==> src/rtl/alu_pkg.sv <==
// Shared ALU definitions: operation encodings and datapath width defaults.
// Imported by the execute stage and by the control unit.
package alu_pkg;

    localparam int ALU_DATA_W = 32;
    localparam int ALU_IMM_W  = 16;

    localparam logic [2:0] ALU_AND  = 3'b000;
    localparam logic [2:0] ALU_OR   = 3'b001;
    localparam logic [2:0] ALU_ADD  = 3'b010;
    localparam logic [2:0] ALU_ANDN = 3'b100;
    localparam logic [2:0] ALU_ORN  = 3'b101;
    localparam logic [2:0] ALU_SUB  = 3'b110;
    localparam logic [2:0] ALU_SLT  = 3'b111;

endpackage

==> src/rtl/alu_exec_stage_if.sv <==
// Execute-stage bus: operands and control in from decode, results out to
// data memory, writeback and PC branch logic.
interface alu_exec_stage_if
    import alu_pkg::*;
#(
    parameter int DATA_W = ALU_DATA_W,
    parameter int IMM_W  = ALU_IMM_W
);
    logic [2:0]        alu_control;
    logic              alu_src;
    logic [DATA_W-1:0] src_a;
    logic [DATA_W-1:0] rd2;
    logic [IMM_W-1:0]  imm;
    logic [DATA_W-1:0] sign_imm;
    logic [DATA_W-1:0] src_b;
    logic [DATA_W-1:0] alu_result;
    logic              zero;
    logic [DATA_W-1:0] alu_result_q;
    logic              zero_q;

    modport master (
        output alu_control, alu_src, src_a, rd2, imm,
        input  sign_imm, src_b, alu_result, zero, alu_result_q, zero_q
    );

    modport slave (
        input  alu_control, alu_src, src_a, rd2, imm,
        output sign_imm, src_b, alu_result, zero, alu_result_q, zero_q
    );
endinterface

==> src/rtl/alu_core.sv <==
// Combinational ALU: one of seven operations on a/b plus the zero flag
// used by beq. Add/sub wrap silently.
module alu_core
    import alu_pkg::*;
#(
    parameter int DATA_W = ALU_DATA_W
) (
    input  logic [2:0]        alu_control_i,
    input  logic [DATA_W-1:0] a_i,
    input  logic [DATA_W-1:0] b_i,
    output logic [DATA_W-1:0] result_o,
    output logic              zero_o
);

    logic slt_bit;

    assign slt_bit = ($signed(a_i) < $signed(b_i)) ? 1'b1 : 1'b0;

    always_comb begin
        result_o = '0;
        case (alu_control_i)
            ALU_AND:  result_o = a_i & b_i;
            ALU_OR:   result_o = a_i | b_i;
            ALU_ADD:  result_o = a_i + b_i;
            ALU_SUB:  result_o = a_i - b_i;
            ALU_SLT:  result_o = {{(DATA_W-1){1'b0}}, slt_bit};
            ALU_ANDN: result_o = a_i & ~b_i;
            ALU_ORN:  result_o = a_i | ~b_i;
            // 3'b011 is reserved and yields zero, so zero_o reads 1
            default:  result_o = '0;
        endcase
    end

    assign zero_o = ~|result_o;

endmodule

==> src/rtl/alu_exec_stage.sv <==
// Execute stage of the single-cycle MIPS core: immediate sign extension,
// operand B select, ALU, and a one-cycle registered copy of result/zero.
module alu_exec_stage
    import alu_pkg::*;
#(
    parameter int DATA_W = ALU_DATA_W,
    parameter int IMM_W  = ALU_IMM_W
) (
    input  logic              clk,
    input  logic              reset,
    alu_exec_stage_if.slave   bus
);

    logic [DATA_W-1:0] sign_imm;
    logic [DATA_W-1:0] src_b;
    logic [DATA_W-1:0] alu_result;
    logic              zero;
    logic [DATA_W-1:0] alu_result_d;
    logic              zero_d;
    logic [DATA_W-1:0] alu_result_q;
    logic              zero_q;

    assign sign_imm = {{(DATA_W-IMM_W){bus.imm[IMM_W-1]}}, bus.imm};
    assign src_b    = bus.alu_src ? sign_imm : bus.rd2;

    alu_core #(
        .DATA_W (DATA_W)
    ) u_alu_core (
        .alu_control_i (bus.alu_control),
        .a_i           (bus.src_a),
        .b_i           (src_b),
        .result_o      (alu_result),
        .zero_o        (zero)
    );

    assign alu_result_d = alu_result;
    assign zero_d       = zero;

    // Reset wins over the incoming data; the combinational path ignores it.
    always_ff @(posedge clk) begin
        if (reset) begin
            alu_result_q <= '0;
            zero_q       <= 1'b0;
        end else begin
            alu_result_q <= alu_result_d;
            zero_q       <= zero_d;
        end
    end

    assign bus.sign_imm     = sign_imm;
    assign bus.src_b        = src_b;
    assign bus.alu_result   = alu_result;
    assign bus.zero         = zero;
    assign bus.alu_result_q = alu_result_q;
    assign bus.zero_q       = zero_q;

endmodule

==> src/flat_wrapper.sv <==
// flat-port wrapper written by rule: the top's interface ports become plain ports
module alu_exec_stage_flat import alu_pkg::*;
#(
    parameter int DATA_W = ALU_DATA_W,
    parameter int IMM_W  = ALU_IMM_W
)
  (clk, reset, bus_alu_control, bus_alu_src, bus_src_a, bus_rd2, bus_imm, bus_sign_imm, bus_src_b, bus_alu_result, bus_zero, bus_alu_result_q, bus_zero_q);
  alu_exec_stage_if #(.DATA_W(DATA_W), .IMM_W(IMM_W)) bus_i ();
  input  logic clk;
  input  logic reset;
  input wire logic [$bits(bus_i.alu_control)-1:0] bus_alu_control;
  input wire logic [$bits(bus_i.alu_src)-1:0] bus_alu_src;
  input wire logic [$bits(bus_i.src_a)-1:0] bus_src_a;
  input wire logic [$bits(bus_i.rd2)-1:0] bus_rd2;
  input wire logic [$bits(bus_i.imm)-1:0] bus_imm;
  output wire logic [$bits(bus_i.sign_imm)-1:0] bus_sign_imm;
  output wire logic [$bits(bus_i.src_b)-1:0] bus_src_b;
  output wire logic [$bits(bus_i.alu_result)-1:0] bus_alu_result;
  output wire logic [$bits(bus_i.zero)-1:0] bus_zero;
  output wire logic [$bits(bus_i.alu_result_q)-1:0] bus_alu_result_q;
  output wire logic [$bits(bus_i.zero_q)-1:0] bus_zero_q;
  assign bus_i.alu_control = bus_alu_control;
  assign bus_i.alu_src = bus_alu_src;
  assign bus_i.src_a = bus_src_a;
  assign bus_i.rd2 = bus_rd2;
  assign bus_i.imm = bus_imm;
  assign bus_sign_imm = bus_i.sign_imm;
  assign bus_src_b = bus_i.src_b;
  assign bus_alu_result = bus_i.alu_result;
  assign bus_zero = bus_i.zero;
  assign bus_alu_result_q = bus_i.alu_result_q;
  assign bus_zero_q = bus_i.zero_q;
  alu_exec_stage #(.DATA_W(DATA_W), .IMM_W(IMM_W)) u_core (.clk(clk), .reset(reset), .bus(bus_i));
endmodule
==> config.mk <==
export PLATFORM = sky130hd
export DESIGN_NAME = alu_exec_stage_flat
export DESIGN_NICKNAME = d
export VERILOG_FILES = /design/src/rtl/alu_pkg.sv /design/src/rtl/alu_exec_stage_if.sv /design/src/rtl/alu_core.sv /design/src/rtl/alu_exec_stage.sv /design/src/flat_wrapper.sv
export SDC_FILE = /design/constraint.sdc
export NUM_CORES = 1
export LEC_CHECK = 0
export CAP_MARGIN = 40
export CORE_MARGIN = 1.5
export CORE_UTILIZATION = 45
export CTS_BUF_LIST = sky130_fd_sc_hd__clkbuf_16
export DETAILED_ROUTE_END_ITERATION = 8
export GPL_TIMING_DRIVEN = 0
export PLACE_DENSITY = 0.88
export SKIP_CTS_REPAIR_TIMING = 1
export SLEW_MARGIN = 30
export SYNTH_ARGS = -nofsm -noshare
export SYNTH_HDL_FRONTEND = slang
export SYNTH_SLANG_ARGS = --single-unit
==> constraint.sdc <==
create_clock -name clk -period 12.86 [get_ports clk]
set_input_delay 1.929 -clock clk [delete_from_list [all_inputs] [get_ports clk]]
set_output_delay 1.929 -clock clk [all_outputs]
set_load 0.01 [all_outputs]
==> results by group <==
Setup path
  • Worst setup EP type: output port
  • Crit-path max cell delay: 950 ps
  • Most frequent CP cell: a21oi_1
  • Maximum fanout along the worst path: 21
  • Worst path depth: 18
  • Required time worst endpoint: 10930 ps
  • WP data arrival: 8550 ps
  • Cells along the critical path: clkdlybuf4s50_1, and2_0, clkbuf_1, a21oi_1, ha_1, clkbuf_1, inv_1, o31ai_1, a21oi_1, o21ai_0, a21oi_1, o21ai_0, a21oi_1, or4_1, nor4_2, nand4b_1, nor3_1, clkdlybuf4s50_1
  • Crit start category: input port
  • CP top delay family: buffers and inverters
  • Worst path bufs/invs: 5
  • Critical path's slowest cell: clkdlybuf4s50_1
  • Critical path class: in2out

Power
  • Leakage: 3.79 nW
  • Maximum vdd ir drop: 0.0000574 V
  • P per Cell Area: 78.7 nW/µm²

Floorplan
  • Die H: 124 µm
  • # IOs: 216
  • # rows: 44
  • Overall die width: 124 µm
  • Starting Density: 45.8%
  • Total core area: 14500 µm²
  • Die area: 15500 µm²

Logic synthesis
  • Post-synthesis sequential area ratio: 9.96%
  • Async SR Flop Fraction: 0%
  • Syn Inst Count: 922
  • Synth area leader: ha_1
  • Synth cell count leaders: 88 x a21oi_1, 76 x inv_1, 70 x nand2_1
  • Yosys warns: 0
  • Avg Inst Size Synth: 7.20 µm²
  • Post-synth top flop: dfxtp_1
  • #FFs+latches synth: 33
  • Syn_nets: 1074
  • Synth unique cells: 85
  • EDFF count, synth: 0
  • Synthesized area: 6630 µm²
  • Largest cells by area after synthesis: ha_1 12%, dfxtp_1 10%, xnor2_1 6.7%
  • Synth top area share: 12.1%
  • Count leader, synth: a21oi_1

GRT
  • Global-route wire length before repair: 41600 µm
  • Vias in the first global route: 7438
  • Largest net degree at the start of global routing: 22
  • Overall routing resource usage: 33.6%
  • GR Overflow Total: 0
  • Initial antenna violation count: 2

Routing
  • Via density: 6.12
  • ANT nets after route: 0
  • Residual DRC count: 0
  • Via Count: 8166
  • Final wirelength: 27300 µm
  • DR iter-0 viols: 848
  • Wire per inst: 20.5 µm
  • DR pass1 iterations: 5

Clock network
  • CTS Buffer Depth: 2
  • CTS Buf Count: 5
  • Clk slew on worst S/H paths: 50 ps
  • TritonCTS clock tree: yes
  • # clock sinks: 33
  • CTS root buf: clkbuf_16
  • H-tree level count: 2

Run
  • Max cap viols: 0

Min path
  • Worst hold path depth: 2
  • Hold crit path type: in2reg

STA
  • Final setup fails: 0
  • Slew HR: 30.3%
  • Period utilisation layout: 81.5%
  • Fin. Hold Viols: 0
  • Least-Margin Pin Slew: 1050 ps
  • FMAX: 95.4 MHz
  • Max Slew Vio Count: 0
  • Tmin final: 10480 ps
  • Worst Slack Setup Final: 2380 ps
  • Unrepaired setup endpoints after global routing: no
  • Setup tns final: 0 ps

Placed design
  • Post-DP Area: 9020 µm²
  • Input/output buffers: 214
  • DPL Wire Length: 22300 µm
  • GPL Wtd Cong: 0.994
  • Dpl ws: 2620 ps

Run status
  • Status: finished clean

Finish
  • Post-Route Utilization: 63.4%
  • Post-route design area: 9180 µm²
  • Share of layout cells above drive strength 1: 8.09%
  • Area Overhead vs Synth: 38.4%
  • Fin nets: 1302
## power breakdown
part	internal, W	total [W]	switching (W)
logic	0.000218	0.000499	0.000281
clock network	0.0000689	0.000108	0.0000393
registers	0.000113	0.000115	0.00000274
total	0.000400	0.000722	0.000323
## sequential cells by signal, indices dropped and copies added, names as in the netlist
name,flops
u_core.bus.alu_result_q,32
u_core.bus.zero_q,1
## metrics by stage
stage	cells	hold WS, ps	power [W]
global route	1334	2390	0.000761
global placement	1320	2610	0.000595
detailed placement	1323	2630	0.000601
CTS	1330	2340	0.000712
floorplan	922	2000	0.000403
finish	1335	2340	0.000722
## final timing paths
kind,start,to,slack (ps)
max,bus_imm[15],bus_zero,2380
min,reset,u_core.bus.alu_result_q[0],2340
## kinds of logic (layout without fill, tap and decap cells)
kind of cell	Yosys count	count (layout)	synth area share [%]
AO/OA/AOI/OAI	285	285	29.4
XOR/XNOR	54	54	7.13
adder cells (fa/ha/maj)	89	89	16.1
buffers and inverters	164	392	12.1
flip-flops	33	33	9.96
multiplexers	25	25	4.85
other	0	1	0
AND/OR/NAND/NOR	272	272	20.5
## area by class of cell
class,instances,area (µm²)
multi-input cells,725,5180
repair buffers,221,2180
clock buffers,5,125
clock inverters,2,7.51
inverters,78,293
plain buffers,86,507
fillers,1338,5300
flip-flops and latches,33,661
well taps,184,230
diodes,1,2.50
## layer usage
layer / vias to the layer above / global-route usage [%] / part of all wire [%]
met1: 3760 / 44.2 / 41
met3: 83 / 6.83 / 11
met5: - / 0 / 0.048
met4: 2 / 12.3 / 3.5
li1: 3744 / - / -
met2: 577 / 54.3 / 44
## placed cells by master (no fill, tap or decap), types with 12 or more instances in the layout
cell type / count
a211oi_1: 14
a21o_1: 16
a21oi_1: 88
buf_2: 15
buf_4: 37
clkbuf_1: 26
clkdlybuf4s50_1: 214
dfxtp_1: 33
ha_1: 64
inv_1: 77
maj3_1: 23
mux2i_1: 17
nand2_1: 70
nand3_1: 21
nor2_1: 69
nor2b_1: 33
nor3_1: 16
nor4_1: 15
o211ai_1: 12
o21ai_0: 45
o31ai_1: 15
xnor2_1: 51
Power figures use the tool's default switching activity.
